## src/rtl/rr_port_arbiter.sv

```systemverilog
// Round-robin, burst-locking arbiter for one switch output port.
// A lane that starts a multi-beat burst keeps the port until its last beat or until MAX_BURST beats.
module rr_port_arbiter #(
    parameter int NUB       = 3,
    parameter int WIDTH     = 3,
    parameter int MAX_BURST = 8,
    localparam int IDX_W    = (NUB > 1) ? $clog2(NUB) : 1
) (
    input  logic                 clk,
    input  logic                 rst,
    input  logic [NUB-1:0]       req_valid,
    input  logic [NUB-1:0]       req_last,
    input  logic [WIDTH*NUB-1:0] req_data,
    output logic [NUB-1:0]       req_ready,
    output logic                 out_valid,
    output logic [WIDTH-1:0]     out_data,
    output logic [NUB-1:0]       out_sel,
    output logic [IDX_W-1:0]     out_idx,
    output logic                 out_trunc
);

    localparam int CNT_W = $clog2(MAX_BURST + 1);

    typedef enum logic {
        IDLE,
        LOCKED
    } state_t;

    state_t             state, state_nx;
    logic [IDX_W-1:0]   ptr, ptr_nx;
    logic [IDX_W-1:0]   owner, owner_nx;
    logic [CNT_W-1:0]   count, count_nx;
    logic [IDX_W-1:0]   win;
    logic [IDX_W-1:0]   cand;
    logic               found;
    logic               trunc;
    logic [NUB-1:0]     grant;

    function automatic logic [IDX_W-1:0] next_lane(input logic [IDX_W-1:0] lane);
        return IDX_W'((int'(lane) + 1) % NUB);
    endfunction

    always_comb begin
        state_nx = state;
        ptr_nx   = ptr;
        owner_nx = owner;
        count_nx = count;
        win      = '0;
        cand     = '0;
        found    = 1'b0;
        trunc    = 1'b0;
        case (state)
            IDLE: begin
                // Scan from ptr upward with wrap; first valid lane wins.
                for (int k = 0; k < NUB; k++) begin
                    cand = IDX_W'((int'(ptr) + k) % NUB);
                    if (!found && req_valid[cand]) begin
                        found = 1'b1;
                        win   = cand;
                    end
                end
                if (found) begin
                    if (req_last[win] || MAX_BURST == 1) begin
                        ptr_nx = next_lane(win);
                    end else begin
                        state_nx = LOCKED;
                        owner_nx = win;
                        count_nx = CNT_W'(1);
                    end
                end
            end
            LOCKED: begin
                win   = owner;
                found = req_valid[owner];
                if (found) begin
                    if (req_last[owner]) begin
                        state_nx = IDLE;
                        ptr_nx   = next_lane(owner);
                    end else if (count == CNT_W'(MAX_BURST - 1)) begin
                        state_nx = IDLE;
                        ptr_nx   = next_lane(owner);
                        trunc    = 1'b1;
                    end else begin
                        count_nx = count + CNT_W'(1);
                    end
                end
            end
            default: state_nx = IDLE;
        endcase
    end

    assign grant     = NUB'(found) << win;
    assign req_ready = rst ? '0 : grant;

    // Winner data and index are only refreshed on an accepted beat; otherwise they hold.
    always_ff @(posedge clk) begin
        if (rst) begin
            state     <= IDLE;
            ptr       <= '0;
            owner     <= '0;
            count     <= '0;
            out_valid <= 1'b0;
            out_data  <= '0;
            out_sel   <= '0;
            out_idx   <= '0;
            out_trunc <= 1'b0;
        end else begin
            state     <= state_nx;
            ptr       <= ptr_nx;
            owner     <= owner_nx;
            count     <= count_nx;
            out_valid <= found;
            out_sel   <= grant;
            out_trunc <= trunc;
            if (found) begin
                out_data <= req_data[int'(win)*WIDTH +: WIDTH];
                out_idx  <= win;
            end
        end
    end

endmodule
```

## config.mk

```make
export PLATFORM = sky130hd
export DESIGN_NAME = rr_port_arbiter
export DESIGN_NICKNAME = d
export VERILOG_FILES = /design/src/rtl/rr_port_arbiter.sv
export SDC_FILE = /design/constraint.sdc
export NUM_CORES = 1
export LEC_CHECK = 0
export CAP_MARGIN = 25
export CORE_MARGIN = 5
export CORE_UTILIZATION = 55
export DETAILED_ROUTE_END_ITERATION = 16
export GPL_TIMING_DRIVEN = 1
export PLACE_DENSITY = 0.86
export SLEW_MARGIN = 30
export SYNTH_ARGS = -nofsm -noshare
export SYNTH_HDL_FRONTEND = slang
export SYNTH_SLANG_ARGS = --single-unit
```

## constraint.sdc

```tcl
create_clock -name clk -period 5.5 [get_ports clk]
set_input_delay 0.55 -clock clk [delete_from_list [all_inputs] [get_ports clk]]
set_output_delay 0.55 -clock clk [all_outputs]
set_load 0.01 [all_outputs]
```

==> summary.txt, run 1 <==
Cells and area
  – Non-Filler Instances: 227
  – Fill cells: 219
  – Area occupied by multi-input gates: 0.001008 sq mm
  – Area delta synth->final: 20.32%
  – Layout cells sized above 1: 11.68%
  – Post-layout nets: 221
  – Layout Utilization: 70.49%
  – Diodes inserted: 0
  – Seq. cell area: 380.4 sq um

Detailed routing
  – Final ANT Viol Nets: 0
  – DRT Wirelength: 3895 microns
  – Via density: 6.361
  – Via Count: 1444
  – DR pass1 iterations: 4
  – Initial DRC Count: 99
  – DRC viols: 0
  – Routed WL per cell: 17.16 microns

Pwr
  – Worst VDD drop: 0.3474 mV
  – P_leak: 0.6461 nW
  – Power density over the cells: 459.4 mW/mm^2

Timing
  – Setup TNS: 0 ns
  – Max-slew violation count: 0
  – Worst-Margin Slew: 0.7917 ns
  – FMAX: 0.2772 GHz
  – Tmin final: 3.607 ns
  – RSZ-0062 raised after global routing: no
  – Final worst slack: 1.893 ns
  – Fin crit share: 65.58%
  – Layout Skew: 0.01036 ns
  – Normalized max-slew margin: 47.15%
  – Final setup viols: 0
  – Fin. Hold Viols: 0

Worst setup path
  – Crit start category: flop
  – Max stage delay on crit path: 0.50 ns
  – Source of the worst register-to-register timing path: ptr[1]
  – WP depth: 8
  – Worst R2R End: ptr[0]
  – Largest delay share family, worst path: compound AO/OA/AOI/OAI gates
  – Req. time, crit path: 4.95 ns
  – Crit-path max FO: 8
  – Critical Path Slowest Stage Cell: clkdlybuf4s50_1
  – Cell count of the worst reg-to-reg path: 10
  – Crit path arrival time: 3.06 ns
  – CP Capture Type: output port
  – Worst path bufs/invs: 2
  – R2R setup slack: 2.69 ns
  – CP Cell Sequence: inv_1, ha_1, mux2i_2, o21ai_1, a211oi_2, a21oi_1, and3_1, clkdlybuf4s50_1
  – Kind of critical path: reg -> out

Clock network
  – Reg clk slew, reported paths: 0.11 ns
  – CTS Root Cell: clkbuf_4
  – Cts hold-fix bufs: 0
  – Clk sinks: 19
  – Later-pin clock latency in the skew report: 0.31 ns
  – TritonCTS clock tree: built
  – Buffer count from post-CTS setup fixing: 0
  – Largest buffer count on any clock path: 2
  – H-tree Lvls: 1
  – Post_cts resized: 0
  – Num CTS Buffers: 3

Yosys
  – Number of synthesized flops with an enable pin: 0
  – Synthesized area per cell: 8.541 sq um
  – Ys async rst share: 0%
  – Synthesized cell area: 0.001478 sq mm
  – Synth warn: 0
  – Main synth FF type: dfxtp_1
  – Mapped Cells: 173
  – Synth area leader: dfxtp_1
  – Post-synthesis sequential area ratio: 25.74%
  – Commonest cells post-synth: dfxtp_1, nor2_1, nand2_1, inv_1, nand3_1
  – Post-synthesis net count: 196
  – Post-synth cell types: 62
  – #FFs+latches synth: 19
  – Top-area cell type share of the netlist area: 25.74%
  – Top-count cell post-synth: dfxtp_1
  – Synth area leaders: dfxtp_1, ha_1, a211oi_1

Floorplanning
  – Die Area: 0.003824 sq mm
  – Chip height: 61.84 microns
  – Row count: 18
  – Die width: 61.84 microns
  – Core Area: 0.002522 sq mm
  – Initial core utilization: 58.58%
  – Top-level I/O count: 30

GRT
  – Remaining Overflow, GRT: 0
  – First-pass GRT wire length: 6258 microns
  – Vias in the first global route: 1387
  – Initial antenna violation count: 0
  – Largest net degree at the start of global routing: 26
  – All-Layer GR Usage: 21.59%

Worst hold path
  – Hold Path Sink: count[1]
  – Worst min path class: reg -> reg
  – Hold Path Depth: 2
  – Worst Hold Launch: count[1]

Place
  – Post-placement cell count: 223
  – Placer Congestion: 0.8740
  – Setup WS pre-CTS: 2.015 ns
  – # port buffers: 29
  – DPL Wire Length: 3074 microns

Status
  – Outcome: finished, final reports clean

Job
  – Max cap viols: 0
[layout make-up]
cell class / instances / share of cell area, %
timing repair buffer: 29 / 16.33
clock inverter: 1 / 0.2815
clock buffer: 3 / 1.267
multi-input combinational: 136 / 56.72
inverter: 9 / 1.900
tap: 30 / 2.111
sequential: 19 / 21.39
[per-stage QoR]
step | cell area [sq um] | hold slack [ns] | total power, mW
2_1_floorplan | 1478 | 0.4575 | 0.5907
3_3_place_gp | 1750 | 0.4816 | 0.7145
3_5_place_dp | 1750 | 0.4900 | 0.7380
4_1_cts | 1778 | 0.5076 | 0.8123
5_1_grt | 1778 | 0.5279 | 0.8809
6_report | 1778 | 0.5114 | 0.8168
[layout by cell type, fill, tap and decap left out, drive strengths merged, types with 5 or more instances in the layout]
| master | count |
|---|---|
| a211oi | 9 |
| ha | 6 |
| nor2b | 5 |
| nand2 | 11 |
| nand3 | 8 |
| a21oi | 7 |
| o21ai | 13 |
| mux2i | 5 |
| dfxtp | 19 |
| nor2 | 14 |
| inv | 9 |
| clkdlybuf4s50 | 29 |
[report_power, final]
group / leakage (nW) / total, mW / internal, mW / switching [mW]
logic: 0.472 / 0.521 / 0.230 / 0.291
clock network: 0.0177 / 0.0737 / 0.0272 / 0.0465
registers: 0.156 / 0.223 / 0.177 / 0.0460
total: 0.646 / 0.817 / 0.433 / 0.383
[tightest hold or removal path, stage by stage, from the launching register on]
cell	delay, ns
dfxtp_1	0.34
nand2_1	0.08
o21ai_1	0.05
[state kept, by name (all words and copies together), names as in the netlist]
register   count
owner          2
count          4
ptr            2
out_idx        2
out_sel        3
state          1
out_data       3
out_trunc      1
out_valid      1
[cell families (layout without fill, tap and decap cells)]
group                    count (synthesis)  count (layout)  share of synthesized area (%)
AO/OA/AOI/OAI                           64              64                          37.34
AND/OR/NAND/NOR                         61              61                          22.19
flip-flops                              19              19                          25.74
buffers and inverters                   18              42                          6.011
adder cells (fa/ha/maj)                  6               6                          5.080
multiplexers                             5               5                          3.641
[per-layer routing]
metal	GRT usage (%)	part of all wire [%]	vias to the layer above
met2	35.13	49	46
met3	3.099	5.3	10
met5	0	0	-
met1	28.88	43	675
met4	8.182	2.0	0
li1	-	-	713
[how the worst max path moves through the flow]
stage | slack [ns] | startpoint | to
after global placement | 2.10 | req_valid[1] | req_ready[2]
final | 1.89 | ptr[1] | req_ready[0]
after CTS | 1.90 | ptr[1] | req_ready[0]
after floorplan | 3.01 | ptr[0] | req_ready[2]
after global routing | 1.69 | ptr[1] | req_ready[2]
after detailed placement | 2.01 | req_valid[1] | req_ready[0]
Power figures use the tool's default switching activity.
==> run 2: changes to the inputs <==
--- a/config.mk
+++ b/config.mk
@@ -7,10 +7,10 @@
 export LEC_CHECK = 0
 export CAP_MARGIN = 25
 export CORE_MARGIN = 5
-export CORE_UTILIZATION = 55
+export CORE_UTILIZATION = 51
 export DETAILED_ROUTE_END_ITERATION = 16
 export GPL_TIMING_DRIVEN = 1
-export PLACE_DENSITY = 0.86
+export PLACE_DENSITY = 0.8
 export SLEW_MARGIN = 30
 export SYNTH_ARGS = -nofsm -noshare
 export SYNTH_HDL_FRONTEND = slang
==> constraint.sdc (replaced) <==
create_clock -name clk -period 3.5 [get_ports clk]
set_input_delay 0.35 -clock clk [delete_from_list [all_inputs] [get_ports clk]]
set_output_delay 0.35 -clock clk [all_outputs]
set_load 0.01 [all_outputs]
==> summary.txt, run 2 (synthesis gave the netlist of run 1 again) <==
Worst setup path
  – CP Capture Type: output port
  – Crit-path max FO: 9 (+1)
  – Crit start category: flop
  – Req. time, crit path: 3.15 ns (-1.80 ns)
  – Kind of critical path: reg -> out
  – Crit path arrival time: 2.96 ns (-0.10 ns)

Cells and area
  – Largest register FFs: 4 (unchanged)
  – Diodes inserted: 0 (unchanged)
  – Area delta synth->final: 22.95%
  – Most common cell after layout, fill and taps aside: clkdlybuf4s50_1
  – Most frequent cells in the layout: clkdlybuf4s50_1, dfxtp_1, nor2_1
  – Post-layout nets: 224 (+1.4%)
  – Layout cells sized above 1: 14.00% (+2.3 points)
  – Non-Filler Instances: 231 (+1.8%)
  – Top reg by flops: count
  – Biggest regs: count (4), out_data (3), out_sel (3)

Place
  – DPL Wire Length: 3074 microns (about the same)
  – Post-placement cell count: 227 (+1.8%)
  – Placer Congestion: 0.8178 (-6.4%)
  – # port buffers: 29 (unchanged)

Floorplanning
  – Row count: 19 (+1)
  – Die Area: 0.004074 sq mm (+6.5%)
  – Chip height: 63.83 microns (+3.2%)
  – Core Area: 0.002758 sq mm (+9.3%)
  – Die width: 63.83 microns (+3.2%)
  – Top-level I/O count: 30 (unchanged)
  – Initial core utilization: 53.58% (-5.0 points)

GRT
  – All-Layer GR Usage: 18.84% (-2.8 points)
  – Largest net degree at the start of global routing: 21 (-19%)
  – Vias in the first global route: 1399 (+0.87%)
  – Initial antenna violation count: 0 (unchanged)
  – Remaining Overflow, GRT: 0 (unchanged)
  – First-pass GRT wire length: 6458 microns (+3.2%)

Pwr
  – P_leak: 0.6542 nW (+1.2%)
  – Final Total Pwr: 1.296 mW (+59%)
  – Power density over the cells: 713.2 mW/mm^2 (+55%)
  – Worst VDD drop: 0.4886 mV (+41%)

Detailed routing
  – Via density: 6.260 (-1.6%)
  – DRT Wirelength: 3887 microns (-0.21%)
  – Routed WL per cell: 16.83 microns (-1.9%)
  – Via Count: 1446 (+0.14%)
  – Final ANT Viol Nets: 0 (unchanged)
  – DRC viols: 0 (unchanged)
  – Initial DRC Count: 125 (+26%)
  – DR pass1 iterations: 4 (unchanged)

Timing
  – Layout Skew: 0.002770 ns (-0.007588 ns)
  – Normalized max-slew margin: 62.70% (+16 points)
  – Max-slew violation count: 0 (unchanged)
  – FMAX: 0.3019 GHz
  – RSZ-0062 raised after global routing: no
  – Tmin final: 3.312 ns
  – Fin crit share: 94.64%
  – Worst-Margin Slew: 0.5574 ns (-0.2343 ns)
  – Setup TNS: 0 ns (unchanged)
  – Final setup viols: 0 (unchanged)
  – Fin. Hold Viols: 0 (unchanged)

Clock network
  – Later-pin clock latency in the skew report: 0.30 ns (about the same)
  – H-tree Lvls: 1 (unchanged)
  – Num CTS Buffers: 3 (unchanged)
  – Clk sinks: 19 (unchanged)
  – TritonCTS clock tree: built
  – Reg clk slew, reported paths: 0.12 ns (about the same)
  – CTS Root Cell: clkbuf_4
  – Largest buffer count on any clock path: 2 (unchanged)

Worst hold path
  – Worst min path class: reg -> reg

Job
  – Max cap viols: 0 (unchanged)

Status
  – Outcome: finished, final reports clean
[run 2: changes by cell type in the layout (fill, tap and decap cells not counted), sizes merged]
cell | before | now
buf | 0 | 3
clkinvlp | 0 | 1
clkinv | 1 | 0
[run 2: power by group]
group | leakage (nW) | internal, mW | switching (mW)
combinational | 0.484 | 0.374 | 0.481
clock | 0.0139 | 0.0436 | 0.0749
sequential | 0.156 | 0.277 | 0.0453
[run 2: final timing paths]
path	start	to	slack (ns)	depth (start not counted)
hold / removal	out_data[1]	out_data[1]	0.51	2
hold reg to reg	out_data[1]	out_data[1]	0.51	2
setup / recovery	ptr[0]	req_ready[1]	0.19	9
setup reg to reg	ptr[0]	ptr[0]	0.82	11
[run 2: area by class of cell]
class / instances / area (sq um)
clock buffers: 3 / 22.52
flip-flops and latches: 19 / 380.4
inverters: 9 / 33.78
repair buffers: 32 / 312.8
clock inverters: 1 / 7.507
fillers: 227 / 940.9
well taps: 31 / 38.79
multi-input cells: 136 / 1021
[run 2: critical path: stages, from the launching register on]
cell and delay (ns):
dfxtp_1 0.38, inv_1 0.09, ha_2 0.42, mux2i_1 0.24, o22a_4 0.23, a211oi_2 0.11, o31a_1 0.35, inv_2 0.11
and3_1 0.18, clkdlybuf4s50_1 0.55
[run 2: layer usage]
metal	wire, microns	global-route usage, %
met1	1731	23.66
met2	2001	33.79
met3	119	3.853
met4	34	2.338
met5	0	0
[run 2: what timing repair did]
item,CTS,global route
hold buffers,0,0
resized for setup,0,3
setup buffers,0,0
endpoints found under the setup margin,0,3
[run 2: through the flow]
step | setup WS, ns | area [sq um] | util (%) | hold WS [ns]
after global routing | 0.002316 | 1817 | 65.88 | 0.5280
after global placement | 0.4775 | 1774 | 64.34 | 0.4851
after CTS | 0.1279 | 1804 | 65.43 | 0.5103
after floorplan | 1.109 | 1478 | - | 0.4575
after detailed placement | 0.4239 | 1774 | 64.34 | 0.4971
final | 0.1875 | 1817 | 65.88 | 0.5055
==> run 3: changes to the inputs <==
--- a/config.mk
+++ b/config.mk
@@ -10,6 +10,7 @@
 export CORE_UTILIZATION = 51
 export DETAILED_ROUTE_END_ITERATION = 16
 export GPL_TIMING_DRIVEN = 1
+export HOLD_SLACK_MARGIN = 0.08
 export PLACE_DENSITY = 0.8
 export SLEW_MARGIN = 30
 export SYNTH_ARGS = -nofsm -noshare
==> results of run 3 <==
No change in the layout: final DEF, timing and power equal those of run 2.
